`src/rtl/dds_pkg.sv`:
```
// Shared types and default widths for the DDS frequency-sweep controller.
package dds_pkg;

  localparam int DEF_TUNE_WIDTH     = 16;
  localparam int DEF_STEP_CNT_WIDTH = 12;
  localparam int DEF_DWELL_WIDTH    = 16;

  typedef enum logic [1:0] {
    ST_IDLE  = 2'd0,
    ST_PRIME = 2'd1,
    ST_DWELL = 2'd2,
    ST_DONE  = 2'd3
  } sweep_state_e;

endpackage

```
`src/rtl/dds_dwell_timer.sv`:
```
// Dwell timer: loads a cycle count, counts down to zero, and flags the last cycle of the dwell.
module dds_dwell_timer
  import dds_pkg::*;
#(
  parameter int WIDTH = DEF_DWELL_WIDTH
) (
  input  logic             clk,
  input  logic             rst_n,
  input  logic             load_i,
  input  logic [WIDTH-1:0] load_val_i,
  output logic             expire_o
);

  logic [WIDTH-1:0] count_q;

  // NOTE: registers use non-blocking assignments so every flop samples pre-edge values.
  always_ff @(posedge clk or negedge rst_n) begin
    if (!rst_n) begin
      count_q <= '0;
    end else if (load_i) begin
      count_q <= load_val_i;
    end else if (count_q != '0) begin
      count_q <= count_q - WIDTH'(1);
    end
  end

  // A loaded value of N expires on the N-th cycle after the load edge.
  assign expire_o = (count_q == WIDTH'(1));

endmodule

```
`src/rtl/dds_sweep_ctrl.sv`:
```
// Frequency-sweep controller: primes the DDS, then steps the tuning word with saturation,
// holding each word for a programmable dwell.
module dds_sweep_ctrl
  import dds_pkg::*;
#(
  parameter int TUNE_WIDTH     = DEF_TUNE_WIDTH,
  parameter int STEP_CNT_WIDTH = DEF_STEP_CNT_WIDTH,
  parameter int DWELL_WIDTH    = DEF_DWELL_WIDTH
) (
  input  logic                      clk,
  input  logic                      n_RST,
  input  logic                      start,
  input  logic                      abort,
  input  logic [TUNE_WIDTH-1:0]     cfg_start_word,
  input  logic [TUNE_WIDTH-1:0]     cfg_step,
  input  logic                      cfg_dir,
  input  logic [STEP_CNT_WIDTH-1:0] cfg_num_steps,
  input  logic [DWELL_WIDTH-1:0]    cfg_dwell,
  output logic [TUNE_WIDTH-1:0]     tuning_word,
  output logic                      dds_rst_n,
  output logic                      busy,
  output logic                      done,
  output logic [STEP_CNT_WIDTH-1:0] step_idx,
  output logic                      sat
);

  sweep_state_e              state_q;
  logic [TUNE_WIDTH-1:0]     step_q;
  logic                      dir_q;
  logic [STEP_CNT_WIDTH-1:0] num_steps_q;
  logic [DWELL_WIDTH-1:0]    dwell_len_q;
  logic [TUNE_WIDTH-1:0]     tuning_word_q;
  logic [STEP_CNT_WIDTH-1:0] step_idx_q;
  logic                      sat_q, busy_q, done_q, dds_rst_n_q;

  logic [TUNE_WIDTH:0]       up_sum;
  logic [TUNE_WIDTH-1:0]     next_word;
  logic                      clamp;
  logic                      more_steps, dwell_expire, advance, timer_load;
  logic [DWELL_WIDTH-1:0]    timer_val;

  // NOTE: every always_comb output gets a default first so no latch can be inferred.
  always_comb begin
    up_sum    = {1'b0, tuning_word_q} + {1'b0, step_q};
    next_word = '0;
    clamp     = 1'b0;
    if (!dir_q) begin
      clamp     = up_sum[TUNE_WIDTH];
      next_word = clamp ? '1 : up_sum[TUNE_WIDTH-1:0];
    end else begin
      clamp     = (step_q > tuning_word_q);
      next_word = clamp ? '0 : tuning_word_q - step_q;
    end
  end

  assign more_steps = (step_idx_q < num_steps_q);
  // Reload the dwell on the first DWELL entry and on every step; park the timer at zero otherwise.
  assign advance    = !abort && ((state_q == ST_PRIME) ||
                                 (state_q == ST_DWELL && dwell_expire && more_steps));
  assign timer_load = (state_q == ST_PRIME) ||
                      (state_q == ST_DWELL && (abort || dwell_expire));
  assign timer_val  = advance ? dwell_len_q : '0;

  dds_dwell_timer #(.WIDTH(DWELL_WIDTH)) u_dwell_timer (
    .clk        (clk),
    .rst_n      (n_RST),
    .load_i     (timer_load),
    .load_val_i (timer_val),
    .expire_o   (dwell_expire)
  );

  always_ff @(posedge clk or negedge n_RST) begin
    if (!n_RST) begin
      state_q       <= ST_IDLE;
      step_q        <= '0;
      dir_q         <= 1'b0;
      num_steps_q   <= '0;
      dwell_len_q   <= '0;
      tuning_word_q <= '0;
      step_idx_q    <= '0;
      sat_q         <= 1'b0;
      busy_q        <= 1'b0;
      done_q        <= 1'b0;
      dds_rst_n_q   <= 1'b0;
    end else begin
      done_q      <= 1'b0;
      dds_rst_n_q <= 1'b1;
      case (state_q)
        ST_IDLE: begin
          if (start) begin
            state_q       <= ST_PRIME;
            step_q        <= cfg_step;
            dir_q         <= cfg_dir;
            num_steps_q   <= cfg_num_steps;
            dwell_len_q   <= (cfg_dwell == '0) ? DWELL_WIDTH'(1) : cfg_dwell;
            tuning_word_q <= cfg_start_word;
            step_idx_q    <= '0;
            sat_q         <= 1'b0;
            busy_q        <= 1'b1;
            dds_rst_n_q   <= 1'b0;
          end
        end
        ST_PRIME: begin
          state_q <= abort ? ST_IDLE : ST_DWELL;
          busy_q  <= !abort;
        end
        ST_DWELL: begin
          if (abort) begin
            state_q <= ST_IDLE;
            busy_q  <= 1'b0;
          end else if (dwell_expire) begin
            if (more_steps) begin
              tuning_word_q <= next_word;
              step_idx_q    <= step_idx_q + STEP_CNT_WIDTH'(1);
              if (clamp) sat_q <= 1'b1;
            end else begin
              state_q <= ST_DONE;
              busy_q  <= 1'b0;
              done_q  <= 1'b1;
            end
          end
        end
        ST_DONE: state_q <= ST_IDLE;
        default: state_q <= ST_IDLE;
      endcase
    end
  end

  assign tuning_word = tuning_word_q;
  assign dds_rst_n   = dds_rst_n_q;
  assign busy        = busy_q;
  assign done        = done_q;
  assign step_idx    = step_idx_q;
  assign sat         = sat_q;

endmodule

```
`config.mk`:
```
export PLATFORM = sky130hd
export DESIGN_NAME = dds_sweep_ctrl
export DESIGN_NICKNAME = d
export VERILOG_FILES = /design/src/rtl/dds_pkg.sv /design/src/rtl/dds_dwell_timer.sv /design/src/rtl/dds_sweep_ctrl.sv
export SDC_FILE = /design/constraint.sdc
export NUM_CORES = 1
export LEC_CHECK = 0
export ABC_CLOCK_PERIOD_IN_PS = 4900
export BUFFER_PORTS_ARGS = -buffer_cell sky130_fd_sc_hd__buf_2
export CORE_UTILIZATION = 46
export CTS_CLUSTER_DIAMETER = 60
export CTS_CLUSTER_SIZE = 30
export DETAILED_ROUTE_END_ITERATION = 8
export GPL_TIMING_DRIVEN = 0
export PLACE_DENSITY = 0.67
export SYNTH_ARGS = -nofsm -noshare
export SYNTH_HDL_FRONTEND = slang
export SYNTH_SLANG_ARGS = --single-unit
```
`constraint.sdc`:
```
create_clock -name clk -period 4.9 [get_ports clk]
set_clock_uncertainty 0.2 [all_clocks]
set_input_delay 0.245 -clock clk [delete_from_list [all_inputs] [get_ports clk]]
set_output_delay 0.245 -clock clk [all_outputs]
set_load 0.01 [all_outputs]
```
==> impl_metrics.toml <==
[critical_path]
critical_path.slowest_cell = "a221oi_1"
cp_max_fo = 10
arrival_ps = 4030
cp-start-kind = "register"
worstPathRequired_ps = 4920
cpPeakStageDelay_ps = 530
crit_chain = "ha_1 > fa_1 > a221oi_1 > a211oi_1 > a21oi_1 > o211ai_1 > nor2_1 > clkbuf_1 > a21boi_0 > o31ai_1"
worstSetupPathType = "register to register"
end_kind = "register"

[synthesis]
avgSynthCellArea_sq_um = 8.438
syn-cell-area_sq_um = 6193
synth_nets = 848
async_flop_share = 1.000
muxShareOfSynthArea = 0.006869
yosys.area_share.adder = 0.1014
synth_top_family_by_area = "compound AO/OA/AOI/OAI gates"
synthCells = 734
synth-xor-area-share = 0.03111
synth_cell_types = 63
synthSimpleGateAreaFrac = 0.1996
yosysWarnings = 0
yosys_register_bits = 95
synth_top_flop_cell = "dfrtp_1"
synth_edf_count = 0
seq_area_frac_synth = 0.3838
synth_compound_area_frac = 0.2261

[floorplan]
die-width_um = 118.0
start_util = 0.4696
die_area_sq_um = 13930
io_pins = 97
core-area_sq_um = 13190
die_y_um = 118.0
row_count = 42

[power]
ir_drop_mv = 0.2498
power_density_nw_per_um2 = 465.8
leakagePower_nw = 3.680

[global_route]
top_usage_layer = "met2"
grt_antenna_before_repair = 0
grt_use_met1 = 0.3386
use_met2 = 0.4621
grt.total_usage = 0.2677
grt_pass1_vias = 5957
overflow = 0
met3_usage = 0.03634
grt_max_degree = 70
grt_pass1_wl_mm = 29.49

[cts]
cts_buffers = 9
cts.sinks = 95
cts_setup_buffers = 0
clock_path_buffers = 2
cts-root-buf = "clkbuf_16"
clk_pin_slew_ps = 70
clk_latency_ps = 360
cts_tree = "done"
ctsHtreeMaxLevel = 3

[detailed_routing]
vias = 5990
ant_nets = 0
drt_iter0_drc = 388
drc = 0
routedWlPerCell_um = 16.76
vias_per_cell = 5.582
routed_wl_mm = 17.99
drt-pass1-iter-count = 5

[layout]
design_area_sq_um = 7716
area_growth_pct = 24.59
final_layout_size_suffix_gt1_frac = 0.1483
diodes = 0
nNetsFinal = 1006

[timing]
fin_crit_ps = 4015
slew_violations = 0
setup_viol = 0
fin_crit_sh = 0.8194
maxClockFrequency_mhz = 249.1
grt_setup_unrepaired = "no"
maxSlewHeadroom = 0.4106
worstMarginPinSlew_ps = 878.7
timing.setup.tns_ps = 0
final-hold-violation-count = 0

[place]
place_congestion = 0.8851
portBuffers = 96
place_area_sq_um = 6924
hpwl_mm = 12.97

[flow_run]
maxCapViolations = 0

[worst_hold_path]
min_path_type = "primary input to register"

[run_status]
outcome = "complete, no violations"
==> final cells by class <==
class | instances | area (sq um)
fillers | 1209 | 5474
repair buffers | 147 | 1011
clock inverters | 6 | 52.55
multi-input cells | 556 | 3500
plain buffers | 32 | 125.1
clock buffers | 10 | 239.0
flip-flops and latches | 95 | 2377
inverters | 51 | 191.4
well taps | 176 | 220.2
==> where the power goes <==
part / internal (W) / total [W] / switching, W
sequential: 0.000975 / 0.00115 / 0.000171
clock: 0.000368 / 0.000706 / 0.000339
combinational: 0.000700 / 0.00174 / 0.00104
==> cell families (layout without fill, tap and decap cells) <==
| logic type | after synthesis | after routing |
|---|---|---|
| AND/OR/NAND/NOR | 268 | 268 |
| AO/OA/AOI/OAI | 213 | 213 |
| flip-flops | 95 | 95 |
| buffers and inverters | 83 | 246 |
| adder cells (fa/ha/maj) | 49 | 49 |
| XOR/XNOR | 22 | 22 |
| multiplexers | 4 | 4 |
==> cells in the mapped netlist, types with 3 or more instances <==
cell type / count / area [sq um]
a21oi_1: 42 / 210.2
xnor2_1: 19 / 166.4
buf_2: 4 / 20.02
dfrtp_1: 95 / 2377
xor2_1: 3 / 26.28
nand2b_1: 13 / 81.33
o221a_2: 4 / 45.04
ha_1: 47 / 588.1
inv_1: 51 / 191.4
or3_1: 8 / 50.05
a31oi_1: 9 / 56.30
clkbuf_1: 23 / 86.33
or4_1: 3 / 22.52
o21ai_0: 63 / 315.3
o221ai_1: 5 / 43.79
o31ai_1: 17 / 127.6
nor4_1: 11 / 68.82
o21a_1: 8 / 60.06
nor2b_1: 8 / 50.05
and2_1: 3 / 18.77
a221o_1: 6 / 60.06
nand4_1: 4 / 25.02
nand2_1: 134 / 503.0
o22ai_1: 7 / 43.79
nor3_1: 13 / 65.06
a211oi_1: 3 / 22.52
a21boi_0: 7 / 52.55
nand3_1: 14 / 70.07
a21o_1: 12 / 90.09
buf_1: 5 / 18.77
a221oi_1: 4 / 35.03
nor2_1: 47 / 176.4
==> path summary, 6_finish.rpt <==
path / depth (start not counted) / slack [ps] / end / startpoint
hold reg to reg: 2 / 280 / dwell_len_q[12]$_DFFE_PN0P_ / dwell_len_q[12]$_DFFE_PN0P_
max in group asynchronous: 3 / 3690 / busy$_DFFE_PN0P_ / n_RST
hold / removal: 3 / 20 / tuning_word[8]$_DFFE_PN0P_ / cfg_start_word[8]
setup reg to reg: 10 / 890 / tuning_word[9]$_DFFE_PN0P_ / tuning_word[0]$_DFFE_PN0P_
min in group asynchronous: 2 / 150 / tuning_word[9]$_DFFE_PN0P_ / n_RST
setup / recovery: 10 / 890 / tuning_word[9]$_DFFE_PN0P_ / tuning_word[0]$_DFFE_PN0P_
==> through the flow <==
step | setup slack [ps] | std cells | hold slack (ps) | power, W | util
2_1_floorplan | 1890 | 734 | -250.6 | 0.002363 | -
3_3_place_gp | 952.2 | 1006 | 237.8 | 0.002792 | 0.5227
3_5_place_dp | 951.8 | 1007 | -8.863 | 0.002837 | 0.5249
4_1_cts | 930.6 | 1073 | 4.843 | 0.003595 | 0.5850
5_1_grt | 636.6 | 1073 | 33.77 | 0.003858 | 0.5850
6_report | 885.1 | 1073 | 19.12 | 0.003594 | 0.5850
==> placed cells by master, fill, tap and decap left out, types with 9 or more instances in the layout <==
cell / instances
buf_2: 99
nand3_1: 14
nand2_1: 134
nor4_1: 11
o31ai_1: 17
a21o_1: 12
inv_1: 51
dfrtp_1: 95
nor2_1: 47
ha_1: 47
xnor2_1: 19
dlygate4sd3_1: 50
a31oi_1: 9
nand2b_1: 13
nor3_1: 13
clkbuf_1: 23
a21oi_1: 42
o21ai_0: 63
clkbuf_16: 9
==> worst max-delay path: cells and delay by family (launching register included) <==
family / cells / cell delay [ps]
fa+ha+maj: 2 / 680
buf+inv: 1 / 500
compound gates: 6 / 1710
simple gates: 1 / 360
flops: 1 / 410
==> state kept, by name, indices dropped and copies added (netlist names) <==
name / flops
busy: 1
dds_rst_n: 1
dir_q: 1
done: 1
dwell_len_q: 16
num_steps_q: 12
sat: 1
state_q: 2
step_idx: 12
step_q: 16
tuning_word: 16
u_dwell_timer.count_q: 16
==> per-layer routing <==
layer  routed length, um  up-vias  part of all wire
met5                   0        -                 0
met3                 890       29             0.049
met1                7912     2861              0.44
met4                 357        0             0.020
li1                    -     2904                 -
met2                8826      196              0.49
==> timing repair <==
action                                 4_1_cts  5_1_grt
hold buffers                                50        0
endpoints found under the hold margin       75        0
gates resized for setup                      0        0
setup endpoints to repair                    0        0
Note: power is estimated with default switching activity, not from simulation.
